--- config.mk ---
export PLATFORM = sky130hd
export DESIGN_NAME = divider_unit_flat
export DESIGN_NICKNAME = d
export VERILOG_FILES = /design/src/rtl/div_pkg.sv /design/src/rtl/divider_unit_if.sv /design/src/rtl/div_step.sv /design/src/rtl/divider_unit.sv /design/src/flat_wrapper.sv
export SDC_FILE = /design/constraint.sdc
export NUM_CORES = 1
export LEC_CHECK = 0
export BUFFER_PORTS_ARGS = -buffer_cell sky130_fd_sc_hd__buf_2
export CORE_MARGIN = 2
export CORE_UTILIZATION = 35
export CTS_BUF_LIST = sky130_fd_sc_hd__clkbuf_16
export DETAILED_ROUTE_END_ITERATION = 10
export PLACE_DENSITY = 0.58
export SETUP_SLACK_MARGIN = 0.05
export SYNTH_ARGS = -nofsm -noshare
export SYNTH_HDL_FRONTEND = slang
export SYNTH_SLANG_ARGS = --single-unit
--- constraint.sdc ---
create_clock -name clk -period 6.7 [get_ports clk]
set_clock_uncertainty 0.1 [all_clocks]
set_input_delay 1.675 -clock clk [delete_from_list [all_inputs] [get_ports clk]]
set_output_delay 1.675 -clock clk [all_outputs]
set_load 0.1 [all_outputs]
--- src/rtl/div_pkg.sv ---
// Shared types and widths for the iterative divider.
//   div_op_e    : opcode encoding carried on IN_opcode
//   div_state_e : control FSM states
//   is_younger  : sequence-number age compare with wraparound
package div_pkg;

   localparam int unsigned SQN_W = 7;
   localparam int unsigned TAG_W = 7;
   localparam int unsigned NM_W  = 5;
   localparam int unsigned CNT_W = 6;

   typedef enum logic [1:0] {
      DIV  = 2'd0,
      DIVU = 2'd1,
      REM  = 2'd2,
      REMU = 2'd3
   } div_op_e;

   typedef enum logic [1:0] {
      IDLE = 2'd0,
      RUN  = 2'd1,
      DONE = 2'd2
   } div_state_e;

   // True when sqn is strictly younger than br; the difference is read as
   // signed so the 7-bit sequence space may wrap.
   function automatic logic is_younger(input logic [SQN_W-1:0] sqn,
                                       input logic [SQN_W-1:0] br);
      logic [SQN_W-1:0] diff;
      diff = sqn - br;
      return ($signed(diff) > 0);
   endfunction

endpackage

--- src/rtl/divider_unit_if.sv ---
// Issue-side / writeback-side bundle of the divider.
//   IN_*  : issued uop, flush request and writeback stall (driven by master)
//   OUT_* : busy back-pressure and the result bus (driven by slave = divider)
interface divider_unit_if #(
   parameter int unsigned XLEN = 32
);
   logic                       IN_uopValid;
   logic [XLEN-1:0]            IN_srcA;
   logic [XLEN-1:0]            IN_srcB;
   logic [1:0]                 IN_opcode;
   logic [div_pkg::TAG_W-1:0]  IN_tagDst;
   logic [div_pkg::NM_W-1:0]   IN_nmDst;
   logic [div_pkg::SQN_W-1:0]  IN_sqN;
   logic                       IN_branchValid;
   logic [div_pkg::SQN_W-1:0]  IN_branchSqN;
   logic                       IN_wbStall;
   logic                       OUT_busy;
   logic                       OUT_valid;
   logic [XLEN-1:0]            OUT_result;
   logic [div_pkg::TAG_W-1:0]  OUT_tagDst;
   logic [div_pkg::NM_W-1:0]   OUT_nmDst;
   logic [div_pkg::SQN_W-1:0]  OUT_sqN;

   modport master (
      output IN_uopValid, IN_srcA, IN_srcB, IN_opcode, IN_tagDst, IN_nmDst, IN_sqN,
             IN_branchValid, IN_branchSqN, IN_wbStall,
      input  OUT_busy, OUT_valid, OUT_result, OUT_tagDst, OUT_nmDst, OUT_sqN
   );

   modport slave (
      input  IN_uopValid, IN_srcA, IN_srcB, IN_opcode, IN_tagDst, IN_nmDst, IN_sqN,
             IN_branchValid, IN_branchSqN, IN_wbStall,
      output OUT_busy, OUT_valid, OUT_result, OUT_tagDst, OUT_nmDst, OUT_sqN
   );

endinterface

--- src/rtl/div_step.sv ---
// One combinational restoring-division iteration.
//   rem_i/q_i     : partial remainder and dividend/quotient shift register
//   divisor_i     : divisor magnitude
//   rem_o/q_o     : values after shifting in one dividend bit and one quotient bit
module div_step #(
   parameter int unsigned XLEN = 32
) (
   input  logic [XLEN-1:0] rem_i,
   input  logic [XLEN-1:0] q_i,
   input  logic [XLEN-1:0] divisor_i,
   output logic [XLEN-1:0] rem_o,
   output logic [XLEN-1:0] q_o
);

   logic [XLEN:0] trial;
   logic [XLEN:0] diff;

   always_comb begin
      trial = {rem_i, q_i[XLEN-1]};
      // Extra top bit is the borrow: set means the trial was below the divisor.
      diff  = trial - {1'b0, divisor_i};
      if (diff[XLEN]) begin
         rem_o = trial[XLEN-1:0];
         q_o   = {q_i[XLEN-2:0], 1'b0};
      end else begin
         rem_o = diff[XLEN-1:0];
         q_o   = {q_i[XLEN-2:0], 1'b1};
      end
   end

endmodule

--- src/rtl/divider_unit.sv ---
// Iterative XLEN-bit DIV/DIVU/REM/REMU unit, fixed XLEN-step latency.
//   clk  : clock
//   rst  : asynchronous active-low reset
//   bus  : divider_unit_if.slave -- issued uop in, busy and result bus out,
//          branch flush and writeback stall in
module divider_unit
   import div_pkg::*;
#(
   parameter int unsigned XLEN = 32
) (
   input logic           clk,
   input logic           rst,
   divider_unit_if.slave bus
);

   div_state_e        state_q, state_d;
   logic [CNT_W-1:0]  cnt_q, cnt_d;
   logic [XLEN-1:0]   rem_q, rem_d;
   logic [XLEN-1:0]   quo_q, quo_d;
   logic [XLEN-1:0]   dsr_q, dsr_d;
   logic [XLEN-1:0]   result_q, result_d;
   div_op_e           op_q, op_d;
   logic              qneg_q, qneg_d;
   logic              rneg_q, rneg_d;
   logic              dz_q, dz_d;
   logic [TAG_W-1:0]  tag_q, tag_d;
   logic [NM_W-1:0]   nm_q, nm_d;
   logic [SQN_W-1:0]  sqn_q, sqn_d;

   logic              kill;
   logic              accept;
   logic              last_step;
   logic              op_signed;
   logic              a_neg;
   logic              b_neg;
   logic [XLEN-1:0]   a_mag;
   logic [XLEN-1:0]   b_mag;
   logic [XLEN-1:0]   step_rem;
   logic [XLEN-1:0]   step_q;
   logic [XLEN-1:0]   q_fix;
   logic [XLEN-1:0]   r_fix;

   div_step #(.XLEN(XLEN)) u_step (
      .rem_i     (rem_q),
      .q_i       (quo_q),
      .divisor_i (dsr_q),
      .rem_o     (step_rem),
      .q_o       (step_q)
   );

   // In IDLE the candidate for a flush is the incoming uop, otherwise the held one.
   always_comb begin : ctrl_terms
      kill      = bus.IN_branchValid &&
                  is_younger((state_q == IDLE) ? bus.IN_sqN : sqn_q, bus.IN_branchSqN);
      accept    = (state_q == IDLE) && bus.IN_uopValid && !kill;
      last_step = (cnt_q == CNT_W'(XLEN - 1));
   end

   always_comb begin : operand_prep
      op_signed = (bus.IN_opcode == DIV) || (bus.IN_opcode == REM);
      a_neg     = op_signed && bus.IN_srcA[XLEN-1];
      b_neg     = op_signed && bus.IN_srcB[XLEN-1];
      a_mag     = a_neg ? ('0 - bus.IN_srcA) : bus.IN_srcA;
      b_mag     = b_neg ? ('0 - bus.IN_srcB) : bus.IN_srcB;
   end

   // A zero divisor leaves q=all ones and rem=|A|, so only the signed quotient
   // needs overriding; remainder sign correction already restores the dividend.
   always_comb begin : result_fix
      q_fix = dz_q ? '1 : (qneg_q ? ('0 - step_q) : step_q);
      r_fix = rneg_q ? ('0 - step_rem) : step_rem;
   end

   always_comb begin : datapath_next
      cnt_d    = cnt_q;
      rem_d    = rem_q;
      quo_d    = quo_q;
      dsr_d    = dsr_q;
      result_d = result_q;
      op_d     = op_q;
      qneg_d   = qneg_q;
      rneg_d   = rneg_q;
      dz_d     = dz_q;
      tag_d    = tag_q;
      nm_d     = nm_q;
      sqn_d    = sqn_q;
      if (accept) begin
         op_d   = div_op_e'(bus.IN_opcode);
         tag_d  = bus.IN_tagDst;
         nm_d   = bus.IN_nmDst;
         sqn_d  = bus.IN_sqN;
         rem_d  = '0;
         quo_d  = a_mag;
         dsr_d  = b_mag;
         cnt_d  = '0;
         qneg_d = a_neg ^ b_neg;
         rneg_d = a_neg;
         dz_d   = (bus.IN_srcB == '0);
      end else if ((state_q == RUN) && !kill) begin
         rem_d = step_rem;
         quo_d = step_q;
         cnt_d = cnt_q + 1'b1;
         if (last_step) begin
            result_d = ((op_q == DIV) || (op_q == DIVU)) ? q_fix : r_fix;
         end
      end
   end

   always_ff @(posedge clk or negedge rst) begin : state_reg
      if (!rst) begin
         state_q  <= IDLE;
         cnt_q    <= '0;
         rem_q    <= '0;
         quo_q    <= '0;
         dsr_q    <= '0;
         result_q <= '0;
         op_q     <= DIV;
         qneg_q   <= 1'b0;
         rneg_q   <= 1'b0;
         dz_q     <= 1'b0;
         tag_q    <= '0;
         nm_q     <= '0;
         sqn_q    <= '0;
      end else begin
         state_q  <= state_d;
         cnt_q    <= cnt_d;
         rem_q    <= rem_d;
         quo_q    <= quo_d;
         dsr_q    <= dsr_d;
         result_q <= result_d;
         op_q     <= op_d;
         qneg_q   <= qneg_d;
         rneg_q   <= rneg_d;
         dz_q     <= dz_d;
         tag_q    <= tag_d;
         nm_q     <= nm_d;
         sqn_q    <= sqn_d;
      end
   end

   // Flush outranks both completion and stall.
   always_comb begin : next_state
      state_d = state_q;
      case (state_q)
         IDLE:    if (accept) state_d = RUN;
         RUN: begin
            if (kill)           state_d = IDLE;
            else if (last_step) state_d = DONE;
         end
         DONE:    if (kill || !bus.IN_wbStall) state_d = IDLE;
         default: state_d = IDLE;
      endcase
   end

   always_comb begin : outputs
      bus.OUT_busy   = (state_q != IDLE) || bus.IN_uopValid;
      bus.OUT_valid  = (state_q == DONE);
      bus.OUT_result = result_q;
      bus.OUT_tagDst = tag_q;
      bus.OUT_nmDst  = nm_q;
      bus.OUT_sqN    = sqn_q;
   end

   no_issue_while_busy: assert property (
      @(posedge clk) disable iff (!rst) !(bus.IN_uopValid && (state_q != IDLE))
   ) else $error("divider_unit: uop issued while unit is busy");

endmodule
--- src/flat_wrapper.sv ---
// flat-port wrapper written by rule: the top's interface ports become plain ports
module divider_unit_flat import div_pkg::*;
#(
   parameter int unsigned XLEN = 32
)
  (clk, rst, bus_IN_uopValid, bus_IN_srcA, bus_IN_srcB, bus_IN_opcode, bus_IN_tagDst, bus_IN_nmDst, bus_IN_sqN, bus_IN_branchValid, bus_IN_branchSqN, bus_IN_wbStall, bus_OUT_busy, bus_OUT_valid, bus_OUT_result, bus_OUT_tagDst, bus_OUT_nmDst, bus_OUT_sqN);
  divider_unit_if #(.XLEN(XLEN)) bus_i ();
  input logic clk;
  input logic rst;
  input wire logic [$bits(bus_i.IN_uopValid)-1:0] bus_IN_uopValid;
  input wire logic [$bits(bus_i.IN_srcA)-1:0] bus_IN_srcA;
  input wire logic [$bits(bus_i.IN_srcB)-1:0] bus_IN_srcB;
  input wire logic [$bits(bus_i.IN_opcode)-1:0] bus_IN_opcode;
  input wire logic [$bits(bus_i.IN_tagDst)-1:0] bus_IN_tagDst;
  input wire logic [$bits(bus_i.IN_nmDst)-1:0] bus_IN_nmDst;
  input wire logic [$bits(bus_i.IN_sqN)-1:0] bus_IN_sqN;
  input wire logic [$bits(bus_i.IN_branchValid)-1:0] bus_IN_branchValid;
  input wire logic [$bits(bus_i.IN_branchSqN)-1:0] bus_IN_branchSqN;
  input wire logic [$bits(bus_i.IN_wbStall)-1:0] bus_IN_wbStall;
  output wire logic [$bits(bus_i.OUT_busy)-1:0] bus_OUT_busy;
  output wire logic [$bits(bus_i.OUT_valid)-1:0] bus_OUT_valid;
  output wire logic [$bits(bus_i.OUT_result)-1:0] bus_OUT_result;
  output wire logic [$bits(bus_i.OUT_tagDst)-1:0] bus_OUT_tagDst;
  output wire logic [$bits(bus_i.OUT_nmDst)-1:0] bus_OUT_nmDst;
  output wire logic [$bits(bus_i.OUT_sqN)-1:0] bus_OUT_sqN;
  assign bus_i.IN_uopValid = bus_IN_uopValid;
  assign bus_i.IN_srcA = bus_IN_srcA;
  assign bus_i.IN_srcB = bus_IN_srcB;
  assign bus_i.IN_opcode = bus_IN_opcode;
  assign bus_i.IN_tagDst = bus_IN_tagDst;
  assign bus_i.IN_nmDst = bus_IN_nmDst;
  assign bus_i.IN_sqN = bus_IN_sqN;
  assign bus_i.IN_branchValid = bus_IN_branchValid;
  assign bus_i.IN_branchSqN = bus_IN_branchSqN;
  assign bus_i.IN_wbStall = bus_IN_wbStall;
  assign bus_OUT_busy = bus_i.OUT_busy;
  assign bus_OUT_valid = bus_i.OUT_valid;
  assign bus_OUT_result = bus_i.OUT_result;
  assign bus_OUT_tagDst = bus_i.OUT_tagDst;
  assign bus_OUT_nmDst = bus_i.OUT_nmDst;
  assign bus_OUT_sqN = bus_i.OUT_sqN;
  divider_unit #(.XLEN(XLEN)) u_core (.clk(clk), .rst(rst), .bus(bus_i));
endmodule
==> flow_metrics.tcl <==
set metrics [dict create \
    finalWorstPathRequiredPeriod_ns 5.49 \
    layout-area-overhead-vs-synth_pct 14.6 \
    max-cap-violations 0 \
    clkLatencyLatePin_ns 0.44 \
    path_delay_family "simple AND/OR/NAND/NOR gates" \
    async_reset_ff_share_pct 100 \
    finalNonFillerCells 2107 \
    floorplan.core_area_um2 34500 \
    placedCellCount 2075 \
    worst_hold_path_type "flop to flop" \
    setup_violations 0 \
    worstPathMaxFanout 34 \
    yosys_register_bits 159 \
    syn_nets 1671 \
    numClockSinks 159 \
    ant_nets 0 \
    peakVddDrop_v 0.000340 \
    post_synth_instance_area_um2 12200 \
    timing.reg2reg.setup_slack_ns 1.21 \
    vias_per_cell 5.48 \
    clockBufferDepth 2 \
    place.port_buffers 149 \
    hpwlAfterDp_um 27500 \
    netlist-cell-type-count 82 \
    path_cells "inv_1 > ha_1 > inv_1 > fa_1 > a211oi_2 > o211ai_1 > a211o_1 > and3_4 > nor3_2 > nor2_8 > inv_2 > buf_4 > mux2i_1 > ha_1 > nor3b_1 > nor2b_1 > nand2_1 > a21oi_1 > a41oi_1 > or3_4 > o21ai_0 > nor3_1 > o31ai_1" \
    floorplan.initialDensity_pct 35.5 \
    num-nets-final 1781 \
    timing.critical_path.slowest_cell_delay_ns 0.50 \
    timing.final.hold_violations 0 \
    final.setup.tns_ns 0 \
    critical_path_buf_inv_count 4 \
    postCtsSetupBuffers 0 \
    io_pins 150 \
    layout-drive-gt1-share_pct 14.7 \
    cts_made_buffers 17 \
    required_worst_endpoint_ns 6.94 \
    post_synth.cell_area_avg_um2 7.99 \
    grt.overflow.total 0 \
    die_area_um2 36400 \
    design_area_um2 14000 \
    ys.flop_type "sky130_fd_sc_hd__dfrtp_1" \
    dp_worst_setup_slack_ns 1.12 \
    gpl.final_weighted_congestion 0.862 \
    placement.cell_area_um2 13400 \
    first_pass_grt_wire_length_um 59200 \
    fp.dieH_um 191 \
    finalCritPeriodShare_pct 81.9 \
    grt_start_max_net_pins 84 \
    run_status "finished, final reports clean" \
    drt-initial-drc-count 728 \
    cp.arrival_ns 5.73 \
    power.leakage_nw 6.31 \
    root_buffer "sky130_fd_sc_hd__clkbuf_16" \
    antennaDiodeCount 0 \
    cts_hold_buffers 0 \
    cp_slowest_cell "sky130_fd_sc_hd__or3_4" \
    timing.setup.critical_path_class "flop to flop" \
    grt_util_all_layers_pct 20.4 \
    initial_antenna_violation_count 0 \
    edff_count_synth 0 \
    post_cts_resized 0 \
    timing.critical_path.to_type "flop" \
    via_count 11600 \
    drt-total-wl_um 36400 \
    postSynthCellCount 1529 \
    rows 68 \
    drt_pass1_iterations 6 \
    maxSlewViolCount 0 \
    drc 0 \
    worst-slew-pin-transition_ns 1.15 \
    seq_area_frac_synth_pct 32.6 \
    final.fill_count 3558 \
    first_global_vias 11100 \
    cts.reportedPaths.clkPinSlew_ns 0.06 \
    cellPowerDensity_nw_per_um2 546 \
    floorplan.die.width_um 191 \
    postLayoutSetupSlackWorst_ns 1.21 \
    tritoncts "yes" \
    cts-htree-levels 4 \
    rsz_0062_raised_after_global_routing "false" \
    critical_path.startpoint_type "flop" \
    timing.slew.headroom_pct 23.3 \
    wl_per_cell_um 17.3 \
    yosysWarningCount 0 \
    fmax_achieved_mhz 182 \
]
## flip-flops by register name, summed over array words and instances (netlist names)
| name | count |
|---|---|
| u_core.bus.OUT_result | 32 |
| u_core.dsr_q | 32 |
| u_core.quo_q | 32 |
| u_core.rem_q | 32 |
| u_core.bus.OUT_sqN | 7 |
| u_core.bus.OUT_tagDst | 7 |
| u_core.cnt_q | 6 |
| u_core.bus.OUT_nmDst | 5 |
| u_core.state_q | 2 |
| u_core.dz_q | 1 |
| u_core.op_q | 1 |
| u_core.qneg_q | 1 |
| u_core.rneg_q | 1 |
## cell families (layout without fill, tap and decap cells)
group | count (synthesis) | after routing | share of synthesized area [%]
xor+xnor | 132 | 132 | 9.46
buf+inv | 144 | 267 | 4.56
simple gates | 557 | 557 | 21.2
mux | 45 | 45 | 3.80
compound gates | 447 | 447 | 23.7
fa+ha+maj | 45 | 45 | 4.73
flops | 159 | 159 | 32.6
## layout make-up
class / count / area, um^2 / area share (%)
Clock inverter: 15 / 193 / 1.38
Timing Repair Buffer: 167 / 887 / 6.33
Sequential cell: 159 / 3980 / 28.4
Clock buffer: 17 / 425 / 3.04
Multi-Input combinational cell: 1226 / 7700 / 55.0
Inverter: 68 / 255 / 1.82
Tap cell: 455 / 569 / 4.06
## cells in the final DEF, fill, tap and decap left out, types with 9 or more instances in the layout
cell	Yosys	layout
sky130_fd_sc_hd__a211oi_1	11	11
sky130_fd_sc_hd__a21o_1	24	24
sky130_fd_sc_hd__a21oi_1	117	117
sky130_fd_sc_hd__a221oi_1	12	12
sky130_fd_sc_hd__a31oi_1	41	41
sky130_fd_sc_hd__and2_1	10	10
sky130_fd_sc_hd__and3_1	13	13
sky130_fd_sc_hd__buf_2	7	148
sky130_fd_sc_hd__buf_4	2	18
sky130_fd_sc_hd__clkbuf_16	0	17
sky130_fd_sc_hd__dfrtp_1	159	159
sky130_fd_sc_hd__ha_1	43	43
sky130_fd_sc_hd__inv_1	66	67
sky130_fd_sc_hd__mux2_2	11	11
sky130_fd_sc_hd__mux2i_1	34	34
sky130_fd_sc_hd__nand2_1	251	250
sky130_fd_sc_hd__nand2b_1	14	14
sky130_fd_sc_hd__nand3_1	15	15
sky130_fd_sc_hd__nand4_1	9	9
sky130_fd_sc_hd__nor2_1	120	120
sky130_fd_sc_hd__nor2b_1	10	10
sky130_fd_sc_hd__nor3_1	44	44
sky130_fd_sc_hd__nor4_1	18	18
sky130_fd_sc_hd__o21ai_0	120	120
sky130_fd_sc_hd__o31ai_1	28	28
sky130_fd_sc_hd__o41ai_1	13	13
sky130_fd_sc_hd__or3_1	15	14
sky130_fd_sc_hd__or4_1	9	9
sky130_fd_sc_hd__xnor2_1	80	80
sky130_fd_sc_hd__xor2_1	52	52
## power breakdown
part,internal [mW],switching (mW)
sequential,1.31,0.348
combinational,1.68,3.27
clock,0.622,0.427
total,3.61,4.04
## metal layers
layer / vias to the layer above / wire length [um] / track usage, %
li1: 5686 / - / -
met4: 0 / 739 / 5.96
met5: - / 0 / 0
met3: 39 / 1410 / 2.89
met2: 276 / 18100 / 35.5
met1: 5549 / 16100 / 26.1
## through the flow
step | util, % | hold WS, ns | total power [mW]
detailed placement | 38.9 | 0.363 | 6.58
global placement | 38.9 | 0.355 | 6.53
finish | 40.7 | 0.371 | 7.65
global route | 40.7 | 0.407 | 8.27
CTS | 40.7 | 0.377 | 7.66
floorplan | - | 0.350 | 5.36
## Yosys cell counts, drive strengths merged (7+ instances only)
library cell / count / area (um^2)
nand2: 251 / 942
dfrtp: 159 / 3980
o21ai: 125 / 626
nor2: 121 / 470
a21oi: 118 / 594
xnor2: 80 / 701
inv: 67 / 251
clkbuf: 64 / 240
xor2: 52 / 455
nor3: 45 / 230
ha: 43 / 538
a31oi: 41 / 257
mux2i: 34 / 340
o31ai: 32 / 260
a21o: 24 / 180
nor4: 20 / 155
or3: 17 / 116
nand3: 16 / 85.1
o41ai: 15 / 146
and3: 14 / 92.6
nand2b: 14 / 87.6
a211oi: 12 / 95.1
a221oi: 12 / 105
buf: 12 / 61.3
mux2: 11 / 124
and2: 10 / 62.6
nor2b: 10 / 62.6
nand4: 9 / 56.3
or4: 9 / 67.6
o21a: 7 / 53.8
## final timing paths
kind | start | end | cells after the start
max | u_core.quo_q[31] | u_core.bus.OUT_result[18] | 23
min reg2reg | u_core.bus.OUT_result[6] | u_core.bus.OUT_result[6] | 1
min | u_core.bus.OUT_result[6] | u_core.bus.OUT_result[6] | 1
min in group asynchronous | rst | u_core.bus.OUT_tagDst[6] | 1
max reg2reg | u_core.quo_q[31] | u_core.bus.OUT_result[18] | 23
max in group asynchronous | rst | u_core.quo_q[28] | 2
(Power assumes the default switching activity.)
